$ cat src/rtl/key_event_sequencer.sv
// PS/2 scan-code sequencer: folds E0/F0 prefix sequences into a held-key code with make/error pulses.
// Build option: define KEY_TYPEMATIC_EN to pulse key_valid on every typematic repeat of the held key.
module key_event_sequencer #(
  parameter int unsigned TIMEOUT_CYCLES = 100000
) (
  input  logic       clk,
  input  logic       reset,
  input  logic [7:0] rx_data,
  input  logic       rx_done,
  output logic [7:0] key_code,
  output logic       key_ext,
  output logic       key_valid,
  output logic       seq_err
);

  typedef enum logic [1:0] {
    ST_IDLE,
    ST_EXT,
    ST_BRK,
    ST_EXT_BRK
  } state_t;

  localparam logic [7:0]  CODE_EXT = 8'hE0;
  localparam logic [7:0]  CODE_BRK = 8'hF0;
  localparam logic [16:0] TMO_LAST = 17'(TIMEOUT_CYCLES - 1);

  state_t      state_q, state_d;
  logic [16:0] tmo_cnt_q, tmo_cnt_d;
  logic [7:0]  key_code_q, key_code_d;
  logic        key_ext_q, key_ext_d;
  logic        key_valid_q, key_valid_d;
  logic        seq_err_q, seq_err_d;

  logic        bad_byte;
  logic        make_req;
  logic        make_ext;
  logic        brk_match;

  assign bad_byte = (rx_data == 8'h00) || (rx_data == 8'hFF);

  always_comb begin
    state_d     = state_q;
    tmo_cnt_d   = tmo_cnt_q;
    key_code_d  = key_code_q;
    key_ext_d   = key_ext_q;
    key_valid_d = 1'b0;
    seq_err_d   = 1'b0;
    make_req    = 1'b0;
    make_ext    = 1'b0;
    brk_match   = 1'b0;

    if (rx_done) begin
      // Every accepted byte restarts the prefix timeout.
      tmo_cnt_d = '0;
      unique case (state_q)
        ST_IDLE: begin
          if (rx_data == CODE_EXT) begin
            state_d = ST_EXT;
          end else if (rx_data == CODE_BRK) begin
            state_d = ST_BRK;
          end else if (bad_byte) begin
            seq_err_d = 1'b1;
          end else begin
            make_req = 1'b1;
          end
        end
        ST_EXT: begin
          if (rx_data == CODE_BRK) begin
            state_d = ST_EXT_BRK;
          end else if (rx_data == CODE_EXT) begin
            state_d = ST_EXT;
          end else if (bad_byte) begin
            state_d   = ST_IDLE;
            seq_err_d = 1'b1;
          end else begin
            state_d  = ST_IDLE;
            make_req = 1'b1;
            make_ext = 1'b1;
          end
        end
        ST_BRK, ST_EXT_BRK: begin
          state_d   = ST_IDLE;
          brk_match = (rx_data == key_code_q) &&
                      (key_ext_q == (state_q == ST_EXT_BRK));
          if (brk_match) begin
            key_code_d = 8'h00;
            key_ext_d  = 1'b0;
          end
        end
        default: state_d = ST_IDLE;
      endcase
    end else if (state_q != ST_IDLE) begin
      if (tmo_cnt_q == TMO_LAST) begin
        state_d   = ST_IDLE;
        tmo_cnt_d = '0;
        seq_err_d = 1'b1;
      end else begin
        tmo_cnt_d = tmo_cnt_q + 17'd1;
      end
    end

    // A make of the already-held key/extension is a typematic repeat.
    if (make_req) begin
      if ((rx_data != key_code_q) || (make_ext != key_ext_q)) begin
        key_code_d  = rx_data;
        key_ext_d   = make_ext;
        key_valid_d = 1'b1;
      end else begin
`ifdef KEY_TYPEMATIC_EN
        key_valid_d = 1'b1;
`else
        key_valid_d = 1'b0;
`endif
      end
    end
  end

  always_ff @(posedge clk or posedge reset) begin
    if (reset) begin
      state_q     <= ST_IDLE;
      tmo_cnt_q   <= '0;
      key_code_q  <= '0;
      key_ext_q   <= 1'b0;
      key_valid_q <= 1'b0;
      seq_err_q   <= 1'b0;
    end else begin
      state_q     <= state_d;
      tmo_cnt_q   <= tmo_cnt_d;
      key_code_q  <= key_code_d;
      key_ext_q   <= key_ext_d;
      key_valid_q <= key_valid_d;
      seq_err_q   <= seq_err_d;
    end
  end

  assign key_code  = key_code_q;
  assign key_ext   = key_ext_q;
  assign key_valid = key_valid_q;
  assign seq_err   = seq_err_q;

endmodule

$ cat config.mk
export PLATFORM = sky130hd
export DESIGN_NAME = key_event_sequencer
export DESIGN_NICKNAME = d
export VERILOG_FILES = /design/src/rtl/key_event_sequencer.sv
export SDC_FILE = /design/constraint.sdc
export NUM_CORES = 1
export LEC_CHECK = 0
export BUFFER_PORTS_ARGS = -buffer_cell sky130_fd_sc_hd__buf_2
export CAP_MARGIN = 20
export CORE_MARGIN = 10
export CORE_UTILIZATION = 60
export DETAILED_ROUTE_END_ITERATION = 12
export MAX_ROUTING_LAYER = met4
export PLACE_DENSITY = 0.86
export SLEW_MARGIN = 20
export SYNTH_ARGS = -nofsm -noshare
export SYNTH_HDL_FRONTEND = slang
export SYNTH_SLANG_ARGS = --single-unit
$ cat constraint.sdc
create_clock -name clk -period 3.01 [get_ports clk]
set_input_delay 0.301 -clock clk [delete_from_list [all_inputs] [get_ports clk]]
set_output_delay 0.301 -clock clk [all_outputs]
set_load 0.02 [all_outputs]
## Word-level counts from Yosys, hierarchy flattened

Index checks and enable logic that the tools add are counted.

- Register bits: 30
- Bits of input ports: 11
- Output and inout bits: 11
- Word-level logic and storage cells: 70

- Eq/ne operators: 12
- $add $sub $neg: 1
- Reduce and logical (&&, ||, !) cells: 10
- Multiplexer cells: 41

Operators by type and width:

| operator | count |
|---|---|
| 17-bit 2-to-1 mux | 3 |
| 8-bit 2-to-1 mux | 5 |
| 8-bit == test (second input constant) | 3 |
| 1-bit 2-to-1 mux | 24 |
| 17-bit by 1-bit adder with 17-bit output (second input constant) | 1 |
| 17-bit == test (second input constant) | 1 |
| 2-bit 2-to-1 mux | 6 |
| 8-bit == test | 1 |
| 8-bit zero test | 1 |
| 8-bit inequality test | 1 |
| 2-bit one-hot mux with 3 select lines | 1 |
| 2-bit nonzero test | 3 |
| 2-bit == test (second input constant) | 2 |
| 4-bit inequality test (second input constant) | 1 |
| 1-bit one-hot mux with 2 select lines | 2 |
| 3-bit AND reduction | 1 |
| 2-bit by 1-bit == test with 1-bit output (second input constant) | 1 |
| 2-bit zero test | 1 |
| 1-bit logical OR | 2 |
| 2-bit OR reduction | 1 |
| 1-bit == test | 1 |
| 1-bit logical AND | 1 |
| 1-bit inequality test | 1 |

## Depth between registers and ports, before layout

- Depth in word-level cells: 11
- Depth in mapped cells: 6

## Least setup slack after synthesis

OpenSTA, ideal clock, no wires.

- Kind: flip-flop to flip-flop
- Start: register key_code_q[6] (netlist: key_code[6])
- End: register key_code_q[0] (netlist: key_code[0])
- Arrival time: 1.667 ns
- Setup time: 0.066 ns
- Cell stages (with the launch flop): 6
- Path slack: 1.277 ns
- Buffers on the path: 0
- Required time: 2.944 ns
- Clock period less this slack: 1.733 ns
- Path through: dfrtp_1 -> xnor2_1 -> nand4_1 -> nor4_4 -> mux2i_4 -> a22o_1

- Longest elaborated chain between the ends: 7

Ends and longest elaborated chain:

| element | line | text |
|---|---|---|
| from (decl) | 29 | `logic [7:0] key_code_q, key_code_d;` |
| from (signal assigned) | 129 | `key_code_q <= key_code_d;` |
| 8-bit == test | 83 | `brk_match = (rx_data == key_code_q) &&` |
| 1-bit logical AND | 83 |  |
| 8-bit 2-to-1 mux | 85 | `if (brk_match) begin` |
| 8-bit 2-to-1 mux | 55 | `unique case (state_q)` |
| 8-bit 2-to-1 mux | 52 | `if (rx_done) begin` |
| 8-bit 2-to-1 mux | 104 | `if ((rx_data != key_code_q) \|\| (make_ext != key_ext_q)) begin` |
| 8-bit 2-to-1 mux * | 103 | `if (make_req) begin` |
| named net key_code_d[0] | 29 |  |

The timed path passes the listed nets; every way through them passes the cells marked *.
A chain may end at the register's enable or synchronous reset.

## Final worst setup path

- Start: register tmo_cnt_q[0]
- End: register tmo_cnt_q[8]

- Longest elaborated chain between the ends: 4

Ends and longest elaborated chain:

| element | line | text |
|---|---|---|
| from (decl) | 28 | `logic [16:0] tmo_cnt_q, tmo_cnt_d;` |
| from (signal assigned) | 128 | `tmo_cnt_q <= tmo_cnt_d;` |
| 17-bit by 1-bit adder with 17-bit output or 17-bit == test (tied branches) | 98, 93 |  |
| 17-bit 2-to-1 mux * | 93 | `if (tmo_cnt_q == TMO_LAST) begin` |
| 17-bit 2-to-1 mux * | 92 | `end else if (state_q != ST_IDLE) begin` |
| 17-bit 2-to-1 mux * | 52 |  |

Mark *: on every way between the ends. The rest lies on a longest branch, timed or not. The select of a mux whose other input is x is not followed.

==> summary.md <==
| Metric | Value |
|---|---|
| GPL Wtd Cong | 0.826 |
| Syn Nets | 170 |
| Max-Cap Viols | 0 |
| Synth Flop Type | dfrtp_1 |
| Status | finished, final reports clean |
| Setup crit start kind | register |
| CP peak stage delay | 0.71 ns |
| Seq/Total Area, Yosys | 0.468 |
| DR vias | 1293 |
| Chip width | 71.7 um |
| Fraction of layout cells with a size suffix above 1 | 0.190 |
| R2R setup slack | 0.90 ns |
| Flops & latches, synth | 30 |
| Die footprint | 5140 um^2 |
| CTS tree | built |
| Initial antenna violation count | 0 |
| Synth Cell Area | 1600 um^2 |
| DP HPWL | 2580 um |
| Clock tree buffer depth | 2 |
| Post-Route WL | 3330 um |
| Buf/Inv on CP | 0 |
| Iter 0 DRT Violations | 66 |
| Clk sinks | 30 |
| RSZ-0062 raised after global routing | no |
| Power Density | 454 nW/um^2 |
| Tcrit/Tclk final | 0.701 |
| Worst r2r path cells | 5 |
| Final TNS setup | 0 ns |
| CP arrival | 2.28 ns |
| Total global routing overflow | 0 |
| Launching point of the worst reg2reg path | tmo_cnt_q[0]$_DFFE_PP0P_ |
| TritonCTS Buffers | 5 |
| Gate Count Post-Synth | 158 |
| Post CTS Setup Buffer Count | 0 |
| First-pass DRT Iterations | 4 |
| FP Rows | 18 |
| Total Power | 819 uW |
| CTS clock-pin slew for the worst setup and hold paths | 0.10 ns |
| Synth warn | 0 |
| Reg-to-reg endpoint | tmo_cnt_q[8]$_DFFE_PP0P_ |
| Setup-failing EPs final | 0 |
| Crit path max-delay family | compound AO/OA/AOI/OAI gates |
| Cts hold-fix bufs | 0 |
| Total GRT Usage | 0.141 |
| Vias in the first global route | 1255 |
| Maximum vdd ir drop | 411 uV |
| CP Cell Sequence | ha_1 > nand4_1 > nand4b_1 > o21bai_1 > nor2_1 |
| Starting Density | 0.636 |
| Final hold violation count | 0 |
| F_max | 474 MHz |
| Post-synth EDFFs | 0 |
| CP required | 3.18 ns |
| Avg Synthesized Cell Area | 10.2 um^2 |
| Final Max Tran Viols | 0 |
| Layout area overhead | 12.5% |
| Commonest cells after routing, fill and taps aside | dfrtp_1, nor2_1, buf_2, nand2_1, xor2_1 |
| Most common cell after layout, fill and taps aside | dfrtp_1 |
| Tmin final | 2.11 ns |
| Die Ht | 71.7 um |
| HP Class | in2async |
| Detail Route Antenna Nets | 0 |
| First-pass GRT wire length | 5800 um |
| Crit Path Class | reg2reg |
| DR WL/cell | 15.6 um |
| Gates resized, CTS repair | 0 |
| Slew HR | 0.464 |
| Skew-Pair Late Insertion Delay | 0.33 ns |
| Post-synth ARST share | 1.00 |
| Vias per Instance | 6.04 |
| Pleak | 0.000789 uW |
| Slew @ Worst Pin | 0.803 ns |
| Crit-path max FO | 12 |
| Worst-case clock skew | 0.0153 ns |
| # IOs | 22 |
| Final core occ | 0.715 |
| CP endpoint kind | register |
| Layout Nets | 195 |
| DRC violations left | 0 |
| IO Port Bufs | 21 |
| WP depth | 5 |
| Clock root buffer master | clkbuf_4 |
| Count of cell types in the netlist | 37 |
| ANT cells | 0 |
| Setup crit start | tmo_cnt_q[0]$_DFFE_PP0P_ |
| CP endpoint | tmo_cnt_q[8]$_DFFE_PP0P_ |
| Pin count of the biggest net entering global routing | 31 |
| H-tree depth | 2 |
| Core box area | 2520 um^2 |
| CP max-delay cell | o21bai_1 |
==> layout make-up <==
class / count / area [um^2]
clock buffer: 8 / 78.8
timing repair buffer: 21 / 105
tap: 30 / 37.5
multi-input combinational: 123 / 825
inverter: 2 / 7.51
fill: 198 / 718
sequential: 30 / 751
==> stage by stage <==
step	hold WS, ns	cells	instance area [um^2]	setup WS (ns)
2_1_floorplan	0.392	158	1600	1.28
3_3_place_gp	0.494	206	1730	0.977
3_5_place_dp	0.503	206	1730	0.895
4_1_cts	0.240	214	1800	0.876
5_1_grt	0.0796	214	1800	0.656
6_report	0.0239	214	1800	0.900
==> where the power goes <==
group	internal, uW	total (uW)	switching, uW
registers	414	425	11.1
logic	38.2	102	64.0
clock network	159	291	132
==> kinds of logic (layout without fill, tap and decap cells) <==
group,after synthesis,after routing,share of synthesized area
adders and majority gates,1,1,0.00780
buffers and inverters,5,31,0.0179
muxes,1,1,0.0140
xor gates and xnor gates,21,21,0.115
AOI/OAI and AO/OA,24,24,0.118
DFF,30,30,0.468
and+or+nand+nor,76,76,0.260
==> how the worst min path moves through the flow <==
| stage | startpoint | end | slack [ns] | cells past startpoint |
|---|---|---|---|---|
| final | reset | tmo_cnt_q[5]$_DFFE_PP0P_ | 0.02 | 2 |
| after global routing | reset | key_code[0]$_DFF_PP0_ | 0.08 | 2 |
| after CTS | rx_data[5] | key_code[5]$_DFF_PP0_ | 0.24 | 2 |
| after detailed placement | tmo_cnt_q[16]$_DFFE_PP0P_ | tmo_cnt_q[16]$_DFFE_PP0P_ | 0.50 | 1 |
| after global placement | tmo_cnt_q[16]$_DFFE_PP0P_ | tmo_cnt_q[16]$_DFFE_PP0P_ | 0.49 | 1 |
| after floorplan | reset | key_code[0]$_DFF_PP0_ | 0.39 | 1 |
==> registers in the layout, summed over array words and instances (netlist names) <==
register   cells
key_code       8
key_ext        1
key_valid      1
seq_err        1
state_q        2
tmo_cnt_q     17
==> worst reg2reg max path: cells and delay by family (launching register included) <==
family          cells  cell delay, ns
compound gates      1            0.71
simple gates        3            0.62
flops               1            0.42
fa+ha+maj           1            0.21
==> routing by layer <==
metal  global-route usage  routed length, um
met1                0.179               1570
met2                0.200               1490
met3               0.0427                194
met4               0.0667                 72
met5                    -                  0
==> synthesized netlist by cell type (2+ instances only) <==
cell      number  area share
o21ai_0        5       0.016
buf_2          2      0.0062
inv_1          2      0.0047
nor3_1         6       0.019
nor2b_1        4       0.016
a21o_1         2      0.0094
nor4bb_1       2       0.012
or3_1          2      0.0078
a22o_1         9       0.049
nor4b_1        3       0.016
xnor2_1       10       0.055
nand2b_1       2      0.0078
nand4_1        6       0.023
xor2_1        11       0.060
dfrtp_1       30        0.47
nor2_1        21       0.049
nand3_1        8       0.025
nand2_1       14       0.033
No activity file was read; power rests on OpenSTA's default activity.
